### src/rtl/rr_mux_arbiter_pkg.sv
// Shared definitions for the round-robin mux arbiter.
//   state_t  - arbiter FSM states (IDLE, GRANT)
//   DEF_*    - default configuration constants
//   onehot8  - index to one-hot helper (up to 8 requesters)
package rr_mux_arbiter_pkg;

  typedef enum logic {
    IDLE  = 1'b0,
    GRANT = 1'b1
  } state_t;

  localparam int MAX_N        = 8;
  localparam int DEF_N        = 8;
  localparam int DEF_SEL_W    = 3;
  localparam int DEF_HOLD_W   = 4;
  localparam int DEF_MAX_HOLD = 4;

  // Callers slice the low N bits for narrower configurations.
  function automatic logic [MAX_N-1:0] onehot8(input logic [2:0] idx);
    logic [MAX_N-1:0] r;
    r      = '0;
    r[idx] = 1'b1;
    return r;
  endfunction

endpackage

### src/rtl/mux8to1.sv
// Plain 8:1 one-bit multiplexer.
// Ports:
//   d   [7:0] data inputs
//   sel [2:0] select
//   y         d[sel]
module mux8to1 (
  input  logic [7:0] d,
  input  logic [2:0] sel,
  output logic       y
);

  assign y = d[sel];

endmodule

### src/rtl/rr_mux_arbiter_pick.sv
// Combinational cyclic priority encoder (module rr_pick).
// Finds the first set bit of req starting at index start and wrapping
// from N-1 back to 0.
// Ports:
//   req   [N-1:0]     candidate requests (already masked by the caller)
//   start [SEL_W-1:0] index with highest priority
//   found             any bit of req set
//   idx   [SEL_W-1:0] winning index (0 when nothing found)
module rr_pick #(
  parameter int N     = 8,
  parameter int SEL_W = 3
) (
  input  logic [N-1:0]     req,
  input  logic [SEL_W-1:0] start,
  output logic             found,
  output logic [SEL_W-1:0] idx
);

  logic [SEL_W-1:0] cand;

  // Scan farthest-first so the nearest set bit (lowest offset) is the
  // last assignment and wins. N is a power of two, so the SEL_W-bit
  // addition wraps modulo N on its own.
  always_comb begin
    found = 1'b0;
    idx   = '0;
    cand  = '0;
    for (int i = N - 1; i >= 0; i--) begin
      cand = start + SEL_W'(i);
      if (req[cand]) begin
        found = 1'b1;
        idx   = cand;
      end
    end
  end

endmodule

### src/rtl/rr_mux_arbiter.sv
// Round-robin arbiter and sequencer for a shared 8:1 one-bit mux.
// One requester is granted at a time; its tenure ends when it drops its
// request, or after MAX_HOLD cycles if someone else is waiting. The mux
// output of the granted input is registered onto y.
// Optional feature: define RR_MUX_ARBITER_LOCK_EN to add a lock input that
// suppresses the hold-limit release while the granted requester holds it.
// Ports:
//   clk          rising-edge clock
//   rst_n        synchronous active-low reset
//   req  [N-1:0] level-sensitive requests
//   in   [N-1:0] mux data inputs
//   lock         (RR_MUX_ARBITER_LOCK_EN only) keep current grant past limit
//   gnt  [N-1:0] registered one-hot grant
//   sel  [SEL_W-1:0] registered mux select (index of granted requester)
//   busy         a grant is active
//   y            registered in[sel] while busy, else 0
module rr_mux_arbiter
  import rr_mux_arbiter_pkg::*;
#(
  parameter int N        = DEF_N,
  parameter int SEL_W    = DEF_SEL_W,
  parameter int HOLD_W   = DEF_HOLD_W,
  parameter int MAX_HOLD = DEF_MAX_HOLD
) (
  input  logic             clk,
  input  logic             rst_n,
  input  logic [N-1:0]     req,
  input  logic [N-1:0]     in,
`ifdef RR_MUX_ARBITER_LOCK_EN
  input  logic             lock,
`endif
  output logic [N-1:0]     gnt,
  output logic [SEL_W-1:0] sel,
  output logic             busy,
  output logic             y
);

  localparam logic [HOLD_W-1:0] HOLD_MAX = HOLD_W'(MAX_HOLD);

  state_t            state_q, state_d;
  logic [SEL_W-1:0]  ptr_q, ptr_d;
  logic [HOLD_W-1:0] hold_cnt_q, hold_cnt_d;
  logic [N-1:0]      gnt_q, gnt_d;
  logic [SEL_W-1:0]  sel_q, sel_d;
  logic              y_q, y_d;

  logic [MAX_N-1:0]  cur_full, win_full;
  logic [N-1:0]      cur_mask, win_mask;
  logic [N-1:0]      pick_req;
  logic [SEL_W-1:0]  pick_start;
  logic              pick_found;
  logic [SEL_W-1:0]  pick_idx;
  logic              others_req;
  logic              release_drop, release_limit, release_any;
  logic [7:0]        mux_d;
  logic [2:0]        mux_sel;
  logic              mux_y;

  always_comb begin
    cur_full = onehot8(3'(sel_q));
    win_full = onehot8(3'(pick_idx));
    cur_mask = cur_full[N-1:0];
    win_mask = win_full[N-1:0];
  end

  // In IDLE the search runs over the raw requests from ptr. While granted
  // the same encoder looks for a successor: current holder masked out,
  // searching from the slot after it.
  always_comb begin
    pick_req   = req;
    pick_start = ptr_q;
    if (state_q == GRANT) begin
      pick_req   = req & ~cur_mask;
      pick_start = sel_q + 1'b1;
    end
  end

  rr_pick #(
    .N     (N),
    .SEL_W (SEL_W)
  ) u_pick (
    .req   (pick_req),
    .start (pick_start),
    .found (pick_found),
    .idx   (pick_idx)
  );

  always_comb begin
    others_req    = |(req & ~cur_mask);
    release_drop  = ~req[sel_q];
    release_limit = (hold_cnt_q == HOLD_MAX) && others_req;
`ifdef RR_MUX_ARBITER_LOCK_EN
    if (lock && req[sel_q]) begin
      release_limit = 1'b0;
    end
`endif
    // Drop and limit together are a single release.
    release_any   = release_drop || release_limit;
  end

  always_comb begin
    state_d    = state_q;
    ptr_d      = ptr_q;
    hold_cnt_d = hold_cnt_q;
    gnt_d      = gnt_q;
    sel_d      = sel_q;
    case (state_q)
      IDLE: begin
        // With no request, sel deliberately keeps its last value.
        if (pick_found) begin
          state_d    = GRANT;
          gnt_d      = win_mask;
          sel_d      = pick_idx;
          hold_cnt_d = HOLD_W'(1);
        end
      end
      GRANT: begin
        if (release_any) begin
          ptr_d = sel_q + 1'b1;
          if (pick_found) begin
            // Direct hand-over, no idle bubble.
            gnt_d      = win_mask;
            sel_d      = pick_idx;
            hold_cnt_d = HOLD_W'(1);
          end else begin
            state_d    = IDLE;
            gnt_d      = '0;
            hold_cnt_d = '0;
          end
        end else if (hold_cnt_q != HOLD_MAX) begin
          hold_cnt_d = hold_cnt_q + 1'b1;
        end
      end
      default: begin
        state_d = IDLE;
        gnt_d   = '0;
      end
    endcase
  end

  // Unused mux inputs and select bits are tied low for N < 8.
  always_comb begin
    mux_d            = '0;
    mux_d[N-1:0]     = in;
    mux_sel          = '0;
    mux_sel[SEL_W-1:0] = sel_q;
  end

  mux8to1 u_mux (
    .d   (mux_d),
    .sel (mux_sel),
    .y   (mux_y)
  );

  // y samples the mux with the current (registered) sel/busy, so it lags
  // the grant by one cycle.
  always_comb begin
    y_d = (state_q == GRANT) ? mux_y : 1'b0;
  end

  always_ff @(posedge clk) begin
    if (!rst_n) begin
      state_q    <= IDLE;
      ptr_q      <= '0;
      hold_cnt_q <= '0;
      gnt_q      <= '0;
      sel_q      <= '0;
      y_q        <= 1'b0;
    end else begin
      state_q    <= state_d;
      ptr_q      <= ptr_d;
      hold_cnt_q <= hold_cnt_d;
      gnt_q      <= gnt_d;
      sel_q      <= sel_d;
      y_q        <= y_d;
    end
  end

  assign gnt  = gnt_q;
  assign sel  = sel_q;
  assign busy = (state_q == GRANT);
  assign y    = y_q;

endmodule

### config.mk
export PLATFORM = sky130hd
export DESIGN_NAME = rr_mux_arbiter
export DESIGN_NICKNAME = d
export VERILOG_FILES = /design/src/rtl/rr_mux_arbiter_pkg.sv /design/src/rtl/mux8to1.sv /design/src/rtl/rr_mux_arbiter_pick.sv /design/src/rtl/rr_mux_arbiter.sv
export SDC_FILE = /design/constraint.sdc
export NUM_CORES = 1
export LEC_CHECK = 0
export CAP_MARGIN = 40
export CORE_UTILIZATION = 30
export DETAILED_ROUTE_END_ITERATION = 6
export GPL_TIMING_DRIVEN = 0
export PLACE_DENSITY_LB_ADDON = 0.3
export SYNTH_ARGS = -nofsm -noshare
export SYNTH_HDL_FRONTEND = slang
export SYNTH_SLANG_ARGS = --single-unit
### constraint.sdc
create_clock -name clk -period 4.8 [get_ports clk]
set_input_delay 0.96 -clock clk [delete_from_list [all_inputs] [get_ports clk]]
set_output_delay 0.96 -clock clk [all_outputs]
set_load 0.02 [all_outputs]
==> summary.md <==
| Metric | Value |
|---|---|
| Antenna violations before repair | `0` |
| Post-CTS Hold Buffers | `0` |
| Count of input and output buffers | `28` |
| Fill cell instance count of the final layout | `805` |
| Worst flop-to-flop path startpoint | `sel[1]` |
| H-tree Lvls | `1` |
| DRC marker count from the first detailed-route iteration | `163` |
| Reg area | `400 sq um` |
| VDD IR-drop max | `roughly 0.29 mV` |
| Element type at the critical path end | `register` |
| Number of post-CTS setup repair buffers | `0` |
| Via count of the first global-routing pass | `2,096` |
| Setup_tns | `0 ns` |
| Final cell count without fillers | `397` |
| Max Fclk | `0.232 GHz` |
| Clock root buffer | `sky130_fd_sc_hd__clkbuf_8` |
| Average detailed-routed wire length per instance | `16.5 um` |
| Die Span X | `91.1 um` |
| Total number of cells along the worst setup path | `13` |
| Required time reported for the critical path endpoint | `4.95 ns` |
| Area of the die | `0.00830 sq mm` |
| Clock insertion delay at the later pin of the skew report | `0.26 ns` |
| Slowest Stage Delay on Critical Path | `0.73 ns` |
| Effective utilization at floorplan | `a little under a third` |
| Antenna cell count | `0` |
| #FFs+latches synth | `20` |
| Synth Net Count | `286` |
| Number of enable-type register cells in the synthesized netlist | `0` |
| Share of post-route cells with drive strength above 1 | `20.3%` |
| TritonCTS clock tree | `done` |
| Clock sinks | `20` |
| Overall via count from detail_route | `2,207` |
| Synthesized area | `0.00238 sq mm` |
| TritonRoute pass-1 iters | `4` |
| Critical path arrival | `about 4.5 ns` |
| Site row count | `32` |
| Endpoint of the worst setup timing path | `gnt[6]` |
| Tightest Pin Transition | `around 0.87 ns` |
| Biggest fanout along the worst timing path | `10` |
| Antenna violation net count after detailed routing | `0` |
| Final weighted congestion of routability-driven global placement | `between 0.8 and 0.9` |
| Setup repair after global routing missed its margin | `no` |
| HPWL reported at the end of detailed placement | `5010 um` |
| Placeable core area | `0.00769 sq mm` |
| Depth of the most critical reg-to-reg path | `13` |
| Most frequent cells after synthesis | `20 x sky130_fd_sc_hd__dfxtp_1, 19 x sky130_fd_sc_hd__nor2_1, 16 x sky130_fd_sc_hd__nand2_1, 14 x sky130_fd_sc_hd__a21oi_1, 13 x sky130_fd_sc_hd__mux2i_1` |
| Post-placement cell count | `393` |
| Largest delay share family, worst path | `compound AO/OA/AOI/OAI gates` |
| Count of unique library cells instantiated by Yosys | `77` |
| Minimum clock period | `4.31 ns` |
| Worst max-slew margin expressed relative to the limit | `42.1%` |
| Critical Path, Cell by Cell | `ha_1 -> mux2_2 -> clkbuf_1 -> ha_1 -> buf_2 -> o31ai_1 -> o32ai_1 -> mux2i_1 -> a21oi_1 -> o21ai_0 -> a32oi_2 -> nor2_1 -> a32o_1` |
| Top post-synthesis cells by area | `sky130_fd_sc_hd__dfxtp_1 17%, sky130_fd_sc_hd__mux4_2 9.5%, sky130_fd_sc_hd__mux2i_1 5.5%` |
| Wire length of the first global-routing pass | `approximately 11,000 um` |
| Final Instance Area | `0.00286 sq mm` |
| # nets final | `319` |
| Run status | `finished clean` |
| Fraction of post-synthesis cell area in the top cell type by area | `around 17%` |
| Most common cell in the synthesized netlist | `sky130_fd_sc_hd__dfxtp_1` |
| Multi-input combinational cell area | `about 0.0018 sq mm` |
| Placed inst area | `roughly 0.0028 sq mm` |
| Number of instances in the synthesized netlist | `263` |
| Critical path class | `reg2reg` |
| Number of failing hold endpoints at the final stage | `0` |
| Register-to-register setup slack | `around 0.49 ns` |
| Type of origin of the critical path | `register` |
| Total CTS buffers | `3` |
| Maximum buffer depth of the clock tree | `2` |
| CP Buf/Inv Count | `2` |
| YS warnings | `0` |
| DRC | `0` |
| Leftover overflow at the end of global routing | `0` |
| Reg2reg end | `gnt[6]` |
| IO Pins | `31` |
| Final Setup Violations | `0` |
| Post-synthesis area per instance | `9.06 sq um` |
| Die height | `91.1 um` |
| Library cell occupying the most area in the post-synthesis netlist | `sky130_fd_sc_hd__dfxtp_1` |
| Final wirelength | `6550 um` |
| Most used flip-flop cell after synthesis | `sky130_fd_sc_hd__dfxtp_1` |
| Clock slew at the register clock pins of the worst setup and hold paths | `0.08 ns` |
| CP startpoint | `sel[1]` |
| Library cell contributing the largest single delay on the critical path | `sky130_fd_sc_hd__o32ai_1` |
| Area added between synthesis and finish | `20.1%` |
| Seq/Total Area, Yosys | `16.8%` |
| Post-CTS resize count | `0` |
| Reported leakage power | `1.03 nW` |
| Fin. max-slew vios | `0` |
| Final period util | `approximately 90%` |
| Number of max-cap violations | `0` |
| Maximum clock skew at final layout | `roughly 0.0049 ns` |
| Fraction of synthesis flops using an asynchronous set or reset pin | `0%` |
| Pwr dens | `616 mW/mm^2` |
| Pin count of the biggest net entering global routing | `13` |
| Total routing resource utilization after global routing | `16.2%` |
| Post-detailed-route via-to-cell ratio | `5.56` |
| Path type of the worst min-delay path | `reg2reg` |
| Library cell appearing most often on the critical path | `sky130_fd_sc_hd__ha_1` |
sequential cells by signal (all words and copies together) (netlist names):
signal      flops
busy            1
gnt             8
hold_cnt_q      4
ptr_q           3
sel             3
y               1
metal layers:
metal	routed length [um]	vias up	track usage (%)
met2	2920	67	26.0
li1	-	1081	-
met5	0	-	0
met3	375	10	1.59
met1	3160	1049	23.0
met4	92	0	4.10
through the flow:
step / hold slack [ns] / utilization [%] / setup slack (ns) / power [W]
floorplan: 0.456 / - / 1.21 / 0.00127
global placement: 0.461 / 36.3 / 0.563 / 0.00157
detailed placement: 0.464 / 36.3 / 0.575 / 0.00158
CTS: 0.490 / 37.2 / 0.516 / 0.00176
global route: 0.507 / 37.2 / 0.240 / 0.00189
finish: 0.486 / 37.2 / 0.494 / 0.00176
worst min path at each step:
stage	start	to	slack (ns)	cells past startpoint
2_1_floorplan	ptr_q[1]	ptr_q[1]	0.46	2
3_3_place_gp	gnt[1]	gnt[1]	0.46	1
3_5_place_dp	gnt[1]	gnt[1]	0.46	1
4_1_cts	gnt[1]	gnt[1]	0.49	1
5_1_grt	gnt[3]	gnt[3]	0.51	1
6_report	gnt[1]	gnt[1]	0.49	1
cell families after synthesis:
kind of cell    Yosys count  synth area share [%]
compound gates           88                  28.2
mux                      37                  23.8
fa+ha+maj                 5                  2.63
xor+xnor                  5                  2.94
flops                    20                  16.8
buf+inv                  31                  7.30
simple gates             77                  18.3
worst register-to-register path: stages, from the launching register on:
cell	delay [ns]
sky130_fd_sc_hd__dfxtp_1	0.45
sky130_fd_sc_hd__ha_1	0.29
sky130_fd_sc_hd__mux2_2	0.33
sky130_fd_sc_hd__clkbuf_1	0.28
sky130_fd_sc_hd__ha_1	0.38
sky130_fd_sc_hd__buf_2	0.24
sky130_fd_sc_hd__o31ai_1	0.12
sky130_fd_sc_hd__o32ai_1	0.73
sky130_fd_sc_hd__mux2i_1	0.29
sky130_fd_sc_hd__a21oi_1	0.22
sky130_fd_sc_hd__o21ai_0	0.13
sky130_fd_sc_hd__a32oi_2	0.38
sky130_fd_sc_hd__nor2_1	0.10
sky130_fd_sc_hd__a32o_1	0.27
final cells by class:
type	instances	share of cell area [%]
multi-input cells	212	63.2
repair buffers	28	9.79
inverters	13	1.71
flip-flops and latches	20	14.0
clock buffers	3	1.44
well taps	102	4.46
clock inverters	1	1.05
plain buffers	18	4.37
layout by cell type, fill, tap and decap left out, drive strengths merged, types with 3 or more instances in the layout:
cell type	n
a211oi	7
a21o	4
a21oi	19
a221oi	3
a22o	6
a31oi	4
a32o	4
a32oi	3
and2	6
buf	11
clkbuf	10
clkdlybuf4s50	28
dfxtp	20
ha	5
inv	12
mux2	9
mux2i	17
mux4	11
nand2	17
nand2b	8
nand3	4
nor2	20
nor2b	4
nor3	4
o21ai	9
o22ai	4
o31ai	4
o32ai	3
or2	3
xnor2	4
power by group:
part	switching, W	internal [W]	total, W
Combinational	0.000764	0.000591	0.00136
Clock	0.0000563	0.000111	0.000168
Sequential	0.0000319	0.000208	0.000240
Total	0.000852	0.000910	0.00176
No activity file was read; power rests on OpenSTA's default activity.
